[src/rtl/fetch_queue_if.sv]
// Fetch front-end bus: pipeline-side control/head outputs and the
// instruction-memory request/acknowledge channel.
interface fetch_queue_if;
   logic        stall;
   logic        redirect;
   logic [31:0] redirectPc;
   logic        imReq;
   logic [31:0] imAddr;
   logic        imAck;
   logic [31:0] imData;
   logic        instValid;
   logic [31:0] instruction;
   logic [31:0] pcAdd4;

   modport master (
      input  stall, redirect, redirectPc, imAck, imData,
      output imReq, imAddr, instValid, instruction, pcAdd4
   );

   modport slave (
      output stall, redirect, redirectPc, imAck, imData,
      input  imReq, imAddr, instValid, instruction, pcAdd4
   );
endinterface

[src/rtl/fetch_queue.sv]
// Instruction fetch queue: one outstanding memory request, DEPTH-entry FIFO of
// {pc+4, instr}, redirect flushes the queue and discards any in-flight response.
module fetch_queue #(
   parameter int          DEPTH    = 4,
   parameter logic [31:0] RESET_PC = 32'h0000_0000
) (
   input  logic          clk,
   input  logic          reset,
   fetch_queue_if.master bus
);
   localparam int PW = $clog2(DEPTH);
   localparam int CW = PW + 1;
   localparam logic [CW-1:0] FULL = CW'(DEPTH);

   localparam logic [1:0] IDLE = 2'd0;
   localparam logic [1:0] WAIT = 2'd1;
   localparam logic [1:0] DROP = 2'd2;

   logic [1:0]    state_q, state_d;
   logic          req_q, req_d;
   logic [31:0]   addr_q, addr_d;
   logic [31:0]   fpc_q, fpc_d;
   logic [PW-1:0] rd_q, rd_d, wr_q, wr_d;
   logic [CW-1:0] cnt_q, cnt_d;
   logic [31:0]   pc4_mem_q [DEPTH];
   logic [31:0]   ins_mem_q [DEPTH];

   logic          head_v, pop, push, room;
   logic [31:0]   addr_inc;

   assign head_v   = (cnt_q != '0);
   assign pop      = head_v && !bus.stall && !bus.redirect;
   assign push     = (state_q == WAIT) && bus.imAck && !bus.redirect;
   assign addr_inc = addr_q + 32'd4;

   always_comb begin
      cnt_d = cnt_q;
      rd_d  = rd_q;
      wr_d  = wr_q;
      if (bus.redirect) begin
         cnt_d = '0;
         rd_d  = '0;
         wr_d  = '0;
      end else begin
         cnt_d = cnt_q + CW'(push) - CW'(pop);
         rd_d  = rd_q + PW'(pop);
         wr_d  = wr_q + PW'(push);
      end
   end

   // Issue only if the post-edge occupancy leaves a slot for the response.
   assign room = (cnt_d < FULL);

   always_comb begin
      state_d = state_q;
      req_d   = req_q;
      addr_d  = addr_q;
      fpc_d   = fpc_q;
      case (state_q)
         IDLE: begin
            if (!bus.redirect && room) begin
               state_d = WAIT;
               req_d   = 1'b1;
               addr_d  = fpc_q;
            end
         end
         WAIT: begin
            if (bus.redirect) begin
               if (bus.imAck) begin
                  state_d = IDLE;
                  req_d   = 1'b0;
               end else begin
                  state_d = DROP;
               end
            end else if (bus.imAck) begin
               fpc_d = addr_inc;
               if (room) begin
                  addr_d = addr_inc;
               end else begin
                  state_d = IDLE;
                  req_d   = 1'b0;
               end
            end
         end
         DROP: begin
            if (bus.imAck) begin
               state_d = IDLE;
               req_d   = 1'b0;
            end
         end
         default: begin
            state_d = IDLE;
            req_d   = 1'b0;
         end
      endcase
      if (bus.redirect) begin
         fpc_d = {bus.redirectPc[31:2], 2'b00};
      end
   end

   always_ff @(posedge clk or posedge reset) begin
      if (reset) begin
         state_q <= IDLE;
         req_q   <= 1'b0;
         addr_q  <= {RESET_PC[31:2], 2'b00};
         fpc_q   <= {RESET_PC[31:2], 2'b00};
         rd_q    <= '0;
         wr_q    <= '0;
         cnt_q   <= '0;
      end else begin
         state_q <= state_d;
         req_q   <= req_d;
         addr_q  <= addr_d;
         fpc_q   <= fpc_d;
         rd_q    <= rd_d;
         wr_q    <= wr_d;
         cnt_q   <= cnt_d;
      end
   end

   always_ff @(posedge clk) begin
      if (push) begin
         pc4_mem_q[wr_q] <= addr_inc;
         ins_mem_q[wr_q] <= bus.imData;
      end
   end

   assign bus.imReq       = req_q;
   assign bus.imAddr      = addr_q;
   assign bus.instValid   = head_v;
   assign bus.instruction = head_v ? ins_mem_q[rd_q] : '0;
   assign bus.pcAdd4      = head_v ? pc4_mem_q[rd_q] : '0;
endmodule
[src/flat_wrapper.sv]
// flat-port wrapper written by rule: the top's interface ports become plain ports
module fetch_queue_flat 
#(
   parameter int          DEPTH    = 4,
   parameter logic [31:0] RESET_PC = 32'h0000_0000
)
  (clk, reset, bus_stall, bus_redirect, bus_redirectPc, bus_imAck, bus_imData, bus_imReq, bus_imAddr, bus_instValid, bus_instruction, bus_pcAdd4);
  fetch_queue_if bus_i ();
  input  logic clk;
  input  logic reset;
  input wire logic [$bits(bus_i.stall)-1:0] bus_stall;
  input wire logic [$bits(bus_i.redirect)-1:0] bus_redirect;
  input wire logic [$bits(bus_i.redirectPc)-1:0] bus_redirectPc;
  input wire logic [$bits(bus_i.imAck)-1:0] bus_imAck;
  input wire logic [$bits(bus_i.imData)-1:0] bus_imData;
  output wire logic [$bits(bus_i.imReq)-1:0] bus_imReq;
  output wire logic [$bits(bus_i.imAddr)-1:0] bus_imAddr;
  output wire logic [$bits(bus_i.instValid)-1:0] bus_instValid;
  output wire logic [$bits(bus_i.instruction)-1:0] bus_instruction;
  output wire logic [$bits(bus_i.pcAdd4)-1:0] bus_pcAdd4;
  assign bus_i.stall = bus_stall;
  assign bus_i.redirect = bus_redirect;
  assign bus_i.redirectPc = bus_redirectPc;
  assign bus_i.imAck = bus_imAck;
  assign bus_i.imData = bus_imData;
  assign bus_imReq = bus_i.imReq;
  assign bus_imAddr = bus_i.imAddr;
  assign bus_instValid = bus_i.instValid;
  assign bus_instruction = bus_i.instruction;
  assign bus_pcAdd4 = bus_i.pcAdd4;
  fetch_queue #(.DEPTH(DEPTH), .RESET_PC(RESET_PC)) u_core (.clk(clk), .reset(reset), .bus(bus_i));
endmodule
[config.mk]
export PLATFORM = sky130hd
export DESIGN_NAME = fetch_queue_flat
export DESIGN_NICKNAME = d
export VERILOG_FILES = /design/src/rtl/fetch_queue_if.sv /design/src/rtl/fetch_queue.sv /design/src/flat_wrapper.sv
export SDC_FILE = /design/constraint.sdc
export NUM_CORES = 1
export LEC_CHECK = 0
export CAP_MARGIN = 30
export CELL_PAD_IN_SITES_DETAIL_PLACEMENT = 0
export CELL_PAD_IN_SITES_GLOBAL_PLACEMENT = 1
export CORE_ASPECT_RATIO = 1.5
export CORE_UTILIZATION = 47
export DETAILED_ROUTE_END_ITERATION = 6
export MAX_ROUTING_LAYER = met4
export PLACE_DENSITY_LB_ADDON = 0.1
export SLEW_MARGIN = 20
export SYNTH_ARGS = -nofsm -noshare
export SYNTH_HDL_FRONTEND = slang
export SYNTH_SLANG_ARGS = --single-unit
[constraint.sdc]
create_clock -name clk -period 7.3 [get_ports clk]
set_input_delay 1.46 -clock clk [delete_from_list [all_inputs] [get_ports clk]]
set_output_delay 1.46 -clock clk [all_outputs]
set_load 0.01 [all_outputs]
==> reports/results.tsv <==
metric	value	unit
ordered cell list for the critical path	buf_4 -> mux4_2 -> and2_1 -> clkdlybuf4s50_1	
Peak VDD IR	0.1938	mV
Switching Share	0.3064	
detailed-route via count	8182	
PD cells	352.6	nW/µm²
vias in the first global route	8332	
H-tree depth	1	
crit share post-route	0.6594	
DRC viols	0	
CTS resizes	0	
Async S/R FF share, synth	0.2242	
Seq/Total Area, Yosys	0.6836	
Leak	5.867	nW
Synth top area share	0.5509	
top routing layer used	met4	
Port-buffer cells	164	
most frequent cell after synthesis	edfxtp_1	
Crit Path Max Fanout	41	
sequential share of power	0.428	
routed length on met1	12.62	mm
CTS Buf Count	30	
antenna violations before repair	0	
final setup TNS	0	ns
Area Growth Syn to Fin	22.54	%
pre-CTS setup slack	2.115	ns
Avg Cell Area, Syn	15.57	µm²
drt via density	5.585	
post-route ant nets	0	
initial core utilization	0.4811	
final-report max-slew violation count	0	
Combinational Power Share	0.306	
Yosys warning count	0	
die span in y	213.0	µm
Clock power frac	0.267	
Setup WS post-layout	2.486	ns
total track usage	0.2168	
Initial DRC Count	317	
DRT Pass-1 Iters	5	
Max-cap violations	0	
worst setup path category	flop to primary output	
Mapped Area	13950	µm²
Synth area leaders	edfxtp_1 (55%), dfrtp_1 (13%), mux4_2 (10%)	
hold_ws	0.4941	ns
commonest cells in the netlist	edfxtp_1 (256), dfrtp_1 (74), and2_1 (67)	
WL met2	16.15	mm
final net count	1126	
CP required	5.84	ns
Syn Inst Count	896	
synthesized flop and latch total	330	
pin count of the biggest net entering global routing	67	
max incr delay on CP	1.00	ns
crit end category	primary output	
wire per inst	21.10	µm
DIE AREA	30400	µm²
CTS Buffer Depth	3	
RSZ-0062 raised after global routing	no	
fraction of layout cells with a size suffix above 1	0.1395	
Peak Freq	207.7	MHz
most common flop cell mapped by yosys	edfxtp_1	
worst-skew pair later-pin latency	0.56	ns
Syn Nets	971	
Slew HR	0.4018	
worst-margin pin slew	0.8952	ns
CTS tree	yes	
Synth area leader	edfxtp_1	
Core ar.	29000	µm²
final WL	30.91	mm
WL met3	1.433	mm
status	finished, final reports clean	
post-layout min period	4.814	ns
die width	142.7	µm
filler cell count in the final layout	2300	
CTS Hold Buffers Added	0	
Final GP Congestion	0.8290	
final-report hold violation count	0	
CP arrival	3.35	ns
slowest CP cell	dfrtp_4	
DP Wirelength	19.37	mm
Pint	4.182	mW
clock-pin slew on the worst setup and hold paths	0.07	ns
Worst setup SP type	flop	
clock skew	0.01880	ns
min-delay worst type	flop to flop	
Finish-stage setup viols	0	
site row count	76	
number of flops mapped to enable cells by yosys	256	
setup bufs post-CTS	0	
gr ovfl total	0	
first-pass GRT wire length	47.83	mm
ant diodes	0	
Tot Pwr	6.029	mW
post-synth cell types	57	
I/O pin total	167	
Net Switching	1.847	mW
CTS sink cnt	330	
clk root buf	clkbuf_16	
## per-stage QoR
| step | util | instance area (µm²) | instances |
|---|---|---|---|
| 3_3_place_gp | 0.5515 | 15990 | 1405 |
| 6_report | 0.5896 | 17100 | 1465 |
| 2_1_floorplan | - | 13950 | 896 |
| 5_1_grt | 0.5896 | 17100 | 1465 |
| 4_1_cts | 0.5896 | 17100 | 1465 |
| 3_5_place_dp | 0.5547 | 16090 | 1409 |
## power by group through the flow
stage	clock network, mW	registers [mW]	logic, mW
after floorplan	0	2.52	1.08
after global placement	0	2.62	1.84
after detailed placement	0	2.61	1.87
after CTS	1.65	2.58	1.88
after global routing	1.72	2.61	2.01
final	1.61	2.58	1.84
## final timing paths
kind,start,to,slack (ns),depth (start not counted)
max,u_core.rd_q[0]$_DFF_PP0_,bus_instruction[4],2.49,4
min in group asynchronous,reset,u_core.fpc_q[11]$_DFFE_PP0P_,1.20,2
max in group asynchronous,reset,u_core.rd_q[0]$_DFF_PP0_,4.92,3
max reg2reg,u_core.cnt_q[1]$_DFF_PP0_,u_core.bus.imAddr[1]$_DFFE_PP0P_,3.49,12
min reg2reg,u_core.state_q[1]$_DFFE_PP0P_,u_core.state_q[0]$_DFFE_PP0P_,0.49,1
min,u_core.state_q[1]$_DFFE_PP0P_,u_core.state_q[0]$_DFFE_PP0P_,0.49,1
## registers in the layout, indices dropped and copies added (netlist names)
signal	flops
u_core.bus.imReq	1
u_core.bus.imAddr	32
u_core.rd_q	2
u_core.state_q	2
u_core.wr_q	2
u_core.pc4_mem_q	128
u_core.fpc_q	32
u_core.cnt_q	3
u_core.ins_mem_q	128
## cell families (layout without fill, tap and decap cells)
family	Yosys count	in the layout	share of synthesized area
flops	330	330	0.6836
simple gates	261	261	0.1016
compound gates	125	125	0.06007
buf+inv	75	254	0.02179
mux	71	71	0.1085
xor+xnor	28	28	0.01856
fa+ha+maj	6	6	0.005918
## worst max-delay path: cells and delay by family (launching register included)
kind / cells / cell delay [ns]
buffers and inverters: 2 / 1.05
AND/OR/NAND/NOR: 1 / 0.16
multiplexers: 1 / 0.57
flip-flops: 1 / 1.00
## layout make-up
type / instances / area, µm² / area share
Inverter: 14 / 52.55 / 0.003073
Clock inverter: 14 / 173.9 / 0.01017
Multi-Input combinational cell: 491 / 4140 / 0.2421
Timing Repair Buffer: 184 / 1864 / 0.1090
Clock buffer: 42 / 837.1 / 0.04895
Sequential cell: 330 / 9544 / 0.5581
Tap cell: 390 / 488.0 / 0.02854
## cells in the final DEF, fill, tap and decap left out, types with 5 or more instances in the layout
master             n
clkbuf_16         31
dfrtp_1           72
xnor2_1           17
o22ai_1            8
and3_1            27
a21oi_1           28
nor2_1            27
nand2_1           58
buf_4             15
nand3_1           20
a221o_1           18
a31oi_1            7
o21ai_0           32
clkbuf_1           9
nand4_1           14
mux4_2            64
a2bb2oi_1          6
and2_1            67
clkinv_2           6
inv_1             13
ha_1               5
nor3_1             9
mux2i_1            5
xor2_1            10
edfxtp_1         256
nor4_1             6
clkdlybuf4s50_1  163
or4_1              5
## metal layers
layer / up-vias / GRT usage
li1: 3774 / -
met1: 4144 / 0.2694
met2: 221 / 0.3737
met3: 43 / 0.02332
met4: 0 / 0.06674
met5: - / -
(Power assumes the default switching activity.)
